<file path="src/rtl/data_mem_ctrl.sv">
// data_mem_ctrl: memory-stage controller. Runs LW/SW through a multi-cycle
// req/valid memory handshake while stalling the pipeline, and performs byte-lane
// immediate insertion without stalling.
// Optional feature macro: MEM_TIMEOUT_EN (WAIT-state timeout with err flag).
module data_mem_ctrl #(
   parameter int unsigned DATA_W = 16,
   parameter int unsigned ADDR_W = 16,
   parameter int unsigned TO_CYC = 64
) (
   input  logic                          clk,
   input  logic                          rst,
   input  logic                          mem_read,
   input  logic                          mem_write,
   input  logic [ADDR_W-1:0]             addr,
   input  logic [DATA_W-1:0]             w_data,
   input  logic                          byte_op,
   input  logic [$clog2(DATA_W/8)-1:0]   lane,
   input  logic [7:0]                    imm8,
   input  logic [DATA_W-1:0]             reg_old,
   output logic                          mem_en,
   output logic                          mem_wr,
   output logic [ADDR_W-1:0]             mem_addr,
   output logic [DATA_W-1:0]             mem_wdata,
   input  logic [DATA_W-1:0]             mem_rdata,
   input  logic                          mem_valid,
   output logic                          stall,
   output logic [DATA_W-1:0]             r_data,
   output logic                          r_valid,
   output logic                          err
);

   localparam int unsigned NL = DATA_W / 8;
   localparam int unsigned LW = $clog2(NL);

   typedef enum logic [1:0] {S_IDLE, S_WAIT, S_DONE} state_t;

   state_t            state_q, state_d;
   logic              req;
   logic              issue;
   logic              timeout;
   logic [DATA_W-1:0] rd_q;

   // Write wins when both request lines are high
   assign req = mem_read | mem_write;

   // Byte-offset bits of the address are dropped by word alignment
   logic unused_addr;
   assign unused_addr = ^addr[LW-1:0];

`ifdef MEM_TIMEOUT_EN
   localparam int unsigned CW = $clog2(TO_CYC + 1);
   logic [CW-1:0] to_cnt;

   // Count WAIT cycles; cleared as the access is issued
   always_ff @(posedge clk) begin
      if (rst || issue)
         to_cnt <= '0;
      else if (state_q == S_WAIT)
         to_cnt <= to_cnt + CW'(1);
   end

   // A response in the last allowed cycle still completes normally
   assign timeout = (state_q == S_WAIT) && !mem_valid && (to_cnt == CW'(TO_CYC - 1));

   // err marks the DONE cycle of a timed-out access
   always_ff @(posedge clk) begin
      if (rst)
         err <= 1'b0;
      else
         err <= timeout;
   end
`else
   logic unused_cfg;
   assign unused_cfg = ^TO_CYC;
   assign timeout    = 1'b0;
   assign err        = 1'b0;
`endif

   // State register
   always_ff @(posedge clk) begin
      if (rst)
         state_q <= S_IDLE;
      else
         state_q <= state_d;
   end

   // Next state, stall and writeback result
   always_comb begin
      state_d = state_q;
      issue   = 1'b0;
      stall   = 1'b0;
      r_valid = 1'b0;
      r_data  = '0;
      case (state_q)
         S_IDLE: begin
            if (req) begin
               issue   = 1'b1;
               stall   = 1'b1;
               state_d = S_WAIT;
            end else if (byte_op) begin
               r_valid = 1'b1;
               r_data  = reg_old;
               for (int i = 0; i < int'(NL); i++) begin
                  if (lane == LW'(i))
                     r_data[i*8 +: 8] = imm8;
               end
            end
         end
         S_WAIT: begin
            stall = 1'b1;
            if (mem_valid || timeout)
               state_d = S_DONE;
         end
         S_DONE: begin
            state_d = S_IDLE;
            r_valid = !mem_wr && !err;
            r_data  = err ? '0 : rd_q;
         end
         default: state_d = S_IDLE;
      endcase
      if (rst) begin
         issue   = 1'b0;
         stall   = 1'b0;
         r_valid = 1'b0;
         r_data  = '0;
      end
   end

   // Memory request registers and captured read data
   always_ff @(posedge clk) begin
      if (rst) begin
         mem_en    <= 1'b0;
         mem_wr    <= 1'b0;
         mem_addr  <= '0;
         mem_wdata <= '0;
         rd_q      <= '0;
      end else begin
         mem_en <= issue;
         if (issue) begin
            mem_wr    <= mem_write;
            mem_addr  <= {addr[ADDR_W-1:LW], LW'(0)};
            mem_wdata <= w_data;
         end
         if ((state_q == S_WAIT) && mem_valid && !mem_wr)
            rd_q <= mem_rdata;
      end
   end

endmodule

</file>
<file path="config.mk">
export PLATFORM = sky130hd
export DESIGN_NAME = data_mem_ctrl
export DESIGN_NICKNAME = d
export VERILOG_FILES = /design/src/rtl/data_mem_ctrl.sv
export SDC_FILE = /design/constraint.sdc
export NUM_CORES = 1
export LEC_CHECK = 0
export ABC_AREA = 1
export BUFFER_PORTS_ARGS = -buffer_cell sky130_fd_sc_hd__buf_4
export CORE_MARGIN = 2
export CORE_UTILIZATION = 49
export DETAILED_ROUTE_END_ITERATION = 8
export HOLD_SLACK_MARGIN = 0.03
export MAX_ROUTING_LAYER = met4
export PLACE_DENSITY = 0.86
export SYNTH_ARGS = -nofsm -noshare
export SYNTH_HDL_FRONTEND = slang
export SYNTH_SLANG_ARGS = --single-unit
export TNS_END_PERCENT = 5
</file>
<file path="constraint.sdc">
create_clock -name clk -period 3 [get_ports clk]
set_input_delay 0.15 -clock clk [delete_from_list [all_inputs] [get_ports clk]]
set_output_delay 0.15 -clock clk [all_outputs]
set_load 0.05 [all_outputs]
</file>
---- Word level (Yosys, flattened, before mapping) ----
Cells that the tools add are included.
storage, ports and cells
  input bits .............................. 79
  flip-flop bits (word level) ............. 51
  logic and storage cells ................. 34
operators by class
  equal/unequal tests ..................... 4
  mux-type cells .......................... 18
  reduce and logical (&&, ||, !) cells .... 5
  bitwise logic cells ..................... 1
operators with widths
  kind                number
  $mux 16             3
  $pmux 16 s2         1
  $mux 8              2
  $mux 1              7
  $mux 2              2
  $ne 2x2->1 const B  2
  $pmux 1 s2          2
  $pmux 2 s2          1
  $eq 2x1->1 const B  1
  $eq 2x2->1 const B  1
  $logic_and 1x1->1   2
  $logic_not 2->1     1
  $reduce_and 2->1    1
  $logic_not 1->1     1
  $or 1x1->1          1

---- Depth between registers and ports, before layout ----
Gate-level depths: netlist of run 1.
  word-level depth ........................ 5
  depth in mapped cells ................... 7

---- Least setup slack after synthesis of run 1 ----
OpenSTA, ideal clock, no wires.
  kind .................................... flip-flop to output port
  start ................................... reg mem_wr
  end ..................................... out r_valid
  data arrival time ....................... 1.802 ns
  setup slack ............................. 1.048 ns
  required time ........................... 2.850 ns
  cell stages (with the launch flop) ...... 5
  cell sequence ........................... dfxtp_1 -> clkinv_1 -> buf_2 -> nand2_1 -> a21oi_1
on the way
  longest elaborated chain between the ends .. 3
RTL lines
  element                 line  RTL
  start, declared         21    output logic mem_wr,
  start signal, assigned  140   mem_wr <= mem_write;
  $logic_not 1->1         116   r_valid = !mem_wr && !err;
  $pmux 1 s2              94    case (state_q)
  $mux 1                  121   if (rst) begin
  end, declared           28    output logic r_valid,
Every way passes these cells.

---- Worst setup path after layout of run 1 ----
  start ................................... reg state_q[0]
  end ..................................... out stall
on the way
  longest elaborated chain between the ends .. 3
RTL lines
  element                                        line  RTL
  start, declared                                37    state_t state_q, state_d;
  start signal, assigned                         84    state_q <= state_d;
  $eq 2x1->1 or $logic_not 2->1 (tied branches)  94
  $pmux 1 s2 (*)                                 94
  $mux 1 (*)                                     121
  end, declared                                  26    output logic stall,
Every way passes the cells marked *; elsewhere a longest branch is shown, timed or not.

==> results of run 1 <==
-- through the flow --
stage	hold slack, ns	cell area, um^2	setup WS, ns
after global routing	0.06872	3562	0.7309
after detailed placement	0.3841	3430	1.215
after floorplan	0.2341	2512	1.048
final	0.07307	3562	0.9032
after CTS	0.06607	3562	0.8845
after global placement	0.3738	3430	1.259
-- state kept, by name (all words and copies together), names as in the netlist --
signal,count
mem_en,1
mem_wdata,16
mem_wr,1
state_q,2
mem_addr,15
rd_q,16
-- power by group --
part	switching (mW)	internal (mW)	leakage (nW)	total [mW]
Sequential	0.0335	0.732	0.420	0.766
Clock	0.219	0.333	0.0654	0.552
Combinational	0.347	0.181	1.28	0.528
Total	0.599	1.25	1.77	1.85
-- area by class of cell --
type	count	area [um^2]
repair buffers	129	968.4
well taps	70	87.58
clock buffers	6	72.57
inverters	27	101.3
flip-flops and latches	51	1021
clock inverters	2	60.06
multi-input cells	275	1251
fillers	461	1448
-- cells in the mapped netlist --
master	instances	area share
clkinv_1	1	0.0015
inv_2	2	0.0030
nand3_1	16	0.032
nor2_1	26	0.039
buf_8	1	0.0060
a21oi_1	45	0.090
buf_4	4	0.012
nand2_2	1	0.0025
buf_2	12	0.024
nand4_1	16	0.040
nor2_2	22	0.055
inv_1	24	0.036
buf_1	3	0.0045
o21ai_0	5	0.010
nor2_4	2	0.0090
dfxtp_1	51	0.41
clkbuf_1	6	0.0090
nand2_4	1	0.0045
conb_1	1	0.0015
nand2_1	138	0.21
nor2_8	1	0.0080
-- routing by layer --
layer	vias to the layer above	share of wire
met2	117	0.48
met4	0	0.0092
met1	1205	0.40
met5	-	0
met3	8	0.11
li1	1403	-
-- worst max-delay path, cell delays in order (launching register included) --
cell     delay (ns)
dfxtp_1        0.37
nor2_4         0.37
nand2_2        0.12
inv_2          0.39
nor2_1         0.08
nor2_1         0.10
buf_4          0.21
-- worst max path at each step --
stage	cells after the start	slack (ns)	to
6_report	6	0.90	stall
5_1_grt	6	0.73	stall
4_1_cts	6	0.88	stall
3_5_place_dp	6	1.21	stall
3_3_place_gp	6	1.26	stall
2_1_floorplan	4	1.05	r_valid
-- logic make-up (layout without fill, tap and decap cells) --
| kind of cell | count (synthesis) | in the layout | synth area share |
|---|---|---|---|
| AO/OA/AOI/OAI | 50 | 50 | 0.09975 |
| buffers and inverters | 53 | 164 | 0.09576 |
| flip-flops | 51 | 51 | 0.4070 |
| other | 1 | 2 | 0.001495 |
| AND/OR/NAND/NOR | 223 | 223 | 0.3960 |
==> impl_metrics.yaml, run 1 <==
global_route:
  grt_overflow_total: 0
  grt_pass1_vias: 2350
  grtUsageMet2: 0.4222
  use_met1: 0.2395
  track_usage: 0.2290
  grt_max_degree: 50
  grt_pass1_wl_mm: 9.798
  busiest_layer: "met2"
  antenna_found_initial: 0
  grtUsageMet3: 0.06746
cells_and_area:
  area_delta_synth_final_pct: 42.00
  layout.core_utilization: 0.7110
  antenna_cells: 0
  nNetsFinal: 568
  drive_gt1_frac: 0.3367
  fin_cells: 560
  final_common_cell: "nand2_1"
  final_cell_mix: "nand2_1, buf_4, dfxtp_1"
worst_hold_path:
  min_path_type: "in2reg"
  min_from: "addr[7]"
  min_to: "mem_addr[7]"
  whs_path_depth: 3
routing:
  dr.first_iter.drc_count: 105
  via_per_inst: 4.880
  drt_pass1_iterations: 4
  wl_per_cell_um: 11.86
  drc: 0
  ant_nets: 0
  wl_mm: 6.644
  num_vias: 2733
timing:
  hold_viol_final: 0
  finalCritPeriodShare: 0.6989
  fin_worst_skew_ns: 0.002884
  setup-violations-final: 0
  maxSlewHeadroom: 0.5910
  final_max_slew_viol_count: 0
  worst_pin_slew_ns: 0.6129
  finalCriticalPeriod_ns: 2.097
  rsz0062_at_grt: "no"
  max_clock_freq_mhz: 476.9
  setup_tns_ns: 0
clock_network:
  cts-root-buf: "clkbuf_8"
  cts.sinks: 51
  clk_latency_ns: 0.30
  cts.clk_slew.worst_paths_ns: 0.09
  cts_hold_buf: 0
  post_cts_buffers: 0
  htree_levels: 2
  cts_resized: 0
  clock_path_buffers: 2
  tritoncts: "done"
  numCtsBuffers: 5
flow_run:
  drv_cap: 0
placement:
  placed_cells: 552
  gp_congestion: 0.8484
  io_buffer_count: 128
  hpwl_mm: 4.881
critical_path:
  required_ns: 2.85
  critPathMaxFanout: 32
  path_class: "reg2out"
  r2r_end: "mem_addr[15]"
  worstPathArrival_ns: 1.95
  crit_start: "state_q[0]"
  end_kind: "output pin"
  reg2reg_from: "state_q[0]"
  crit_path_start_kind: "flip-flop"
  r2r_cells: 5
  reg2reg_slack_ns: 1.40
synthesis:
  synthesis.area_mm2: 0.002509
  synth.avg_cell_area_um2: 6.637
  ys_seq_elements: 51
  ys_seq_area_frac: 0.4070
  synthCells: 378
  ys_types: 21
  synth_warnings: 0
die:
  dieArea_mm2: 0.005708
  num_rows: 26
  io_pins: 132
  core_area_mm2: 0.005010
  fp.dieW_um: 75.55
  die_h_um: 75.55
  initial_utilization: 0.5007
power:
  peakVddDrop_mv: 0.3867
  power_density_mw_per_mm2: 518.1
  p_total_mw: 1.845
  p_leak_nw: 1.767
status:
  outcome: "complete, no violations"
Power figures use the tool's default switching activity.
==> run 2, diff against run 1 <==
Settings changed: CORE_UTILIZATION 49 to 41, PLACE_DENSITY 0.86 to 0.77.
Clock period 3 ns to 1.7 ns, I/O delays scaled along.
==> impl_metrics.yaml, run 2 (synthesized netlist as in run 1, its figures left out) <==
global_route:
  antenna_found_initial: 0
  grt_pass1_vias: 2591
  grt_max_degree: 30
  grt_pass1_wl_mm: 11.05
  grt_overflow_total: 0
  track_usage: 0.2154
critical_path:
  critical_path_buf_inv_count: 2
  path_class: "reg2out"
  required_ns: 1.62
  worstPathArrival_ns: 1.48
  crit_top_cell: "nor2_1"
  critPathMaxFanout: 8
  cp_slowest_cell: "dfxtp_1"
  end_kind: "output pin"
  cp_top_family: "simple AND/OR/NAND/NOR gates"
  slowest_delay_ns: 0.37
  path_cells: "nor2_4 > nand2_2 > inv_2 > nor2_1 > nor2_1 > buf_4"
  crit_path_start_kind: "flip-flop"
cells_and_area:
  fin_cells: 590
  drive_gt1_frac: 0.3398
  final_cell_mix: "nand2_1, buf_4, dfxtp_1"
  antenna_cells: 0
  nNetsFinal: 593
  area_delta_synth_final_pct: 50.27
  largest_registers: "mem_wdata x16, rd_q x16, mem_addr x15"
  final_common_cell: "nand2_1"
timing:
  hold_viol_final: 0
  maxSlewHeadroom: 0.6047
  setup_slack_ns: 0.1344
  worst_pin_slew_ns: 0.5922
  final_max_slew_viol_count: 0
  finalCriticalPeriod_ns: 1.566
  fin_worst_skew_ns: 0.01212
  setup-violations-final: 0
  finalCritPeriodShare: 0.9210
  rsz0062_at_grt: "no"
  max_clock_freq_mhz: 638.7
placement:
  dp_slack_ns: 0.3097
  io_buffer_count: 128
  gp_congestion: 0.7528
  placed_cells: 564
  hpwl_mm: 5.125
clock_network:
  numCtsBuffers: 5
  post_cts_buffers: 0
  clock_path_buffers: 2
  htree_levels: 2
  cts.sinks: 51
  cts-root-buf: "clkbuf_8"
  clk_latency_ns: 0.31
  cts.clk_slew.worst_paths_ns: 0.09
  tritoncts: "done"
die:
  fp.dieW_um: 82.22
  core_area_mm2: 0.005921
  die_h_um: 82.22
  initial_utilization: 0.4237
  dieArea_mm2: 0.006760
  num_rows: 28
  io_pins: 132
power:
  peakVddDrop_mv: 0.7538
  p_leak_nw: 1.854
  power_density_mw_per_mm2: 802.3
routing:
  drt_pass1_iterations: 4
  ant_nets: 0
  dr.first_iter.drc_count: 112
  wl_per_cell_um: 12.15
  wl_mm: 7.168
  drc: 0
  num_vias: 2830
  via_per_inst: 4.797
worst_hold_path:
  min_path_type: "in2reg"
status:
  outcome: "complete, no violations"
flow_run:
  drv_cap: 0
run 2: cell types whose count changed in the layout (fill, tap and decap cells not counted), moves of 2 or more:
cell and change:
buf_4 +5, buf_6 +2, bufinv_16 -2, dlygate4sd3_1 +18, clkinvlp_4 +2
run 2: routing by layer:
layer / global-route usage / vias to the layer above / routed length, um
met1: 0.2205 / 1256 / 2790
met4: 0.07000 / 0 / 90
li1: - / 1454 / -
met5: - / - / 0
met2: 0.3984 / 113 / 3551
met3: 0.05543 / 7 / 735
run 2: worst min-delay path: stages:
cell     delay, ns
buf_4         0.11
nand2_1       0.05
a21oi_1       0.05
run 2: final timing paths:
check              start            to  slack, ns  cells after the start
min            w_data[2]  mem_wdata[2]       0.04                      3
max reg2reg   state_q[0]  mem_wdata[9]       0.22                      6
min reg2reg  mem_addr[1]   mem_addr[1]       0.47                      2
max           state_q[0]         stall       0.13                      6
run 2: cell type report:
cell class	count	area (um^2)
fillers	564	2151
multi-input cells	275	1255
repair buffers	154	1209
flip-flops and latches	51	1022
inverters	27	105.1
well taps	75	93.84
clock buffers	6	72.57
clock inverters	2	12.51
run 2: repair_timing:
action | 4_1_cts | 5_1_grt
hold buffers | 18 | 0
resized for setup | 0 | 4
setup endpoints to repair | 0 | 17
endpoints found under the hold margin | 18 | 0
run 2: stage by stage:
stage / setup TNS, ns / hold slack [ns] / total power, mW / utilization / instance area [um^2]
6_report: 0 / 0.03586 / 3.025 / 0.6367 / 3770
5_1_grt: 0 / 0.03415 / 3.171 / 0.6367 / 3770
4_1_cts: 0 / 0.03010 / 3.038 / 0.6346 / 3757
3_5_place_dp: 0 / 0.3149 / 2.331 / 0.5898 / 3492
3_3_place_gp: 0 / 0.3055 / 2.318 / 0.5898 / 3492
2_1_floorplan: -0.9194 / 0.1691 / 1.999 / - / 2516
run 2: power by group:
| group | switching (mW) | leakage (nW) | total (mW) | internal, mW |
|---|---|---|---|---|
| clock | 0.393 | 0.0412 | 0.681 | 0.288 |
| combinational | 0.625 | 1.39 | 0.991 | 0.366 |
| sequential | 0.0601 | 0.420 | 1.35 | 1.29 |
==> run 3, diff against run 2 <==
Settings changed: ABC_AREA 1 to unset, CORE_UTILIZATION 41 to 39, GPL_TIMING_DRIVEN set to 0, PLACE_DENSITY 0.77 to 0.75.
==> impl_metrics.yaml, run 3 <==
placement:
  gp_congestion: 0.7628
  hpwl_mm: 5.414
  placed_cells: 490
  place_area_mm2: 0.003328
  io_buffer_count: 126
die:
  core_area_mm2: 0.005574
  num_rows: 27
  io_pins: 132
  die_h_um: 80.60
  initial_utilization: 0.4105
  fp.dieW_um: 80.60
  dieArea_mm2: 0.006496
routing:
  num_vias: 2635
  wl_per_cell_um: 14.28
  dr.first_iter.drc_count: 80
  drc: 0
  wl_mm: 7.295
  drt_pass1_iterations: 4
  via_per_inst: 5.157
  ant_nets: 0
power:
  power_density_mw_per_mm2: 784.4
  p_leak_nw: 1.621
  peakVddDrop_mv: 0.4766
timing:
  fin_worst_skew_ns: 0.006187
  finalCritPeriodShare: 0.9765
  setup-violations-final: 0
  final_max_slew_viol_count: 0
  hold_viol_final: 0
  setup_tns_ns: 0
  finalCriticalPeriod_ns: 1.660
  max_clock_freq_mhz: 602.4
  holdWs_ns: 0.03778
  rsz0062_at_grt: "yes"
synthesis:
  yosysTopAreaCell: "dfxtp_1"
  ys_types: 28
  synth.avg_cell_area_um2: 7.864
  ys_seq_area_frac: 0.4461
  synth_most_common_cell: "dfxtp_1"
  ys.flop_type: "dfxtp_1"
  synthesis.area_mm2: 0.002288
  synthTopCellsByCount: "dfxtp_1, nand2_1, a21oi_1, o21ai_0, nand3_1"
  ys_seq_elements: 51
  synthTopCellsByArea: "dfxtp_1, a21oi_1, nand2_1, o21ai_0, mux2i_1"
  synth_warnings: 0
  synthCells: 291
  synth_edf_count: 0
  synth.top_cell.area_share: 0.4461
  async_reset_ff_frac: 0
cells_and_area:
  final_common_cell: "buf_4"
  drive_gt1_frac: 0.3872
  nNetsFinal: 517
  largest_registers: "mem_wdata x16, rd_q x16, mem_addr x15"
  final_cell_mix: "buf_4, dfxtp_1, nand2_1"
  final_cell_area_mm2: 0.003626
  antenna_cells: 0
  fin_cells: 511
  area_delta_synth_final_pct: 58.45
critical_path:
  end_kind: "output pin"
  cp_slowest_cell: "dfxtp_1"
  worstPathArrival_ns: 1.58
  critical_path_buf_inv_count: 4
  crit_path_start_kind: "flip-flop"
  slowest_delay_ns: 0.31
  cp_top_family: "buffers and inverters"
  path_cells: "buf_4 > nand4b_1 > buf_4 > buf_6 > o21ai_1 > buf_6"
  required_ns: 1.62
  critPathMaxFanout: 10
  path_class: "reg2out"
clock_network:
  cts.clk_slew.worst_paths_ns: 0.09
  clk_latency_ns: 0.29
  clock_path_buffers: 2
  cts.sinks: 51
  cts-root-buf: "clkbuf_8"
  htree_levels: 2
  tritoncts: "done"
  numCtsBuffers: 5
global_route:
  track_usage: 0.2190
  grt_pass1_vias: 2392
  antenna_found_initial: 0
  grt_max_degree: 15
  grt_pass1_wl_mm: 10.98
  grt_overflow_total: 0
flow_run:
  drv_cap: 0
status:
  outcome: "complete, no violations"
worst_hold_path:
  min_path_type: "in2reg"
[run 3: cell count changes in the layout (fill, tap and decap cells not counted), sizes merged, moves of 2 or more]
cell         previous run  this run
nand4                  16         0
nor3                    0         2
clkbuf                  6        17
mux2i                   0        16
a21oi                  45        48
nand2                 140        49
inv                    26         1
dlygate4sd3            18         9
clkinvlp                2         0
buf                   136       150
or2                     0         2
nor2                   51         3
nand3                  16        31
o21ai                   5        48
[run 3: timing repair]
item,in CTS,in global routing
hold buffers,9,0
setup endpoints to repair,13,16
cloned,0,1
hold endpoints to repair,9,0
pin swaps,1,1
gates resized for setup,6,29
setup buffers,2,1
[run 3: cell families (layout without fill, tap and decap cells)]
family / after synthesis / in the layout / synth area share
DFF: 51 / 51 / 0.4461
muxes: 16 / 16 / 0.06998
and+or+nand+nor: 93 / 93 / 0.1919
other: 1 / 2 / 0.001639
buffers and inverters: 31 / 178 / 0.07108
AOI/OAI and AO/OA: 99 / 99 / 0.2192
[run 3: worst min-delay path: cells and delay by family]
| kind | cells | cell delay (ns) |
|---|---|---|
| AND/OR/NAND/NOR | 1 | 0.05 |
| buffers and inverters | 1 | 0.11 |
| AO/OA/AOI/OAI | 1 | 0.05 |
[run 3: cell type report]
cell class	count	area [um^2]
Clock inverter	1	5.005
Fill cell	513	1948
Clock buffer	7	76.32
Buffer	30	171.4
Multi-Input combinational cell	210	1135
Tap cell	72	90.09
Timing Repair Buffer	139	1122
Sequential cell	51	1022
Inverter	1	3.754
[run 3: where the power goes]
part	total [mW]	switching (mW)	internal, mW
clock network	0.663	0.373	0.290
registers	1.32	0.0411	1.28
logic	0.865	0.524	0.341
[run 3: through the flow]
stage          setup slack [ns]    util  power (mW)
2_1_floorplan           -0.2138       -       1.853
3_3_place_gp             0.1212  0.5971       2.167
3_5_place_dp             0.1108  0.5971       2.177
4_1_cts                -0.02499  0.6325       2.861
5_1_grt                -0.04344  0.6505       2.983
6_report                0.03992  0.6505       2.844
[run 3: routing by layer]
layer  routed length (um)  global-route usage
met5                    0                   -
met4                   53             0.04068
met3                  715             0.06180
met2                 3609              0.3775
met1                 2916              0.2571
[run 3: final timing paths]
| check | from | end | slack [ns] | depth (start not counted) |
|---|---|---|---|---|
| setup / recovery | state_q[0] | r_data[3] | 0.04 | 6 |
| hold reg to reg | rd_q[15] | rd_q[15] | 0.46 | 2 |
| hold / removal | mem_rdata[4] | rd_q[4] | 0.04 | 3 |
| setup reg to reg | state_q[0] | mem_addr[10] | 0.32 | 5 |
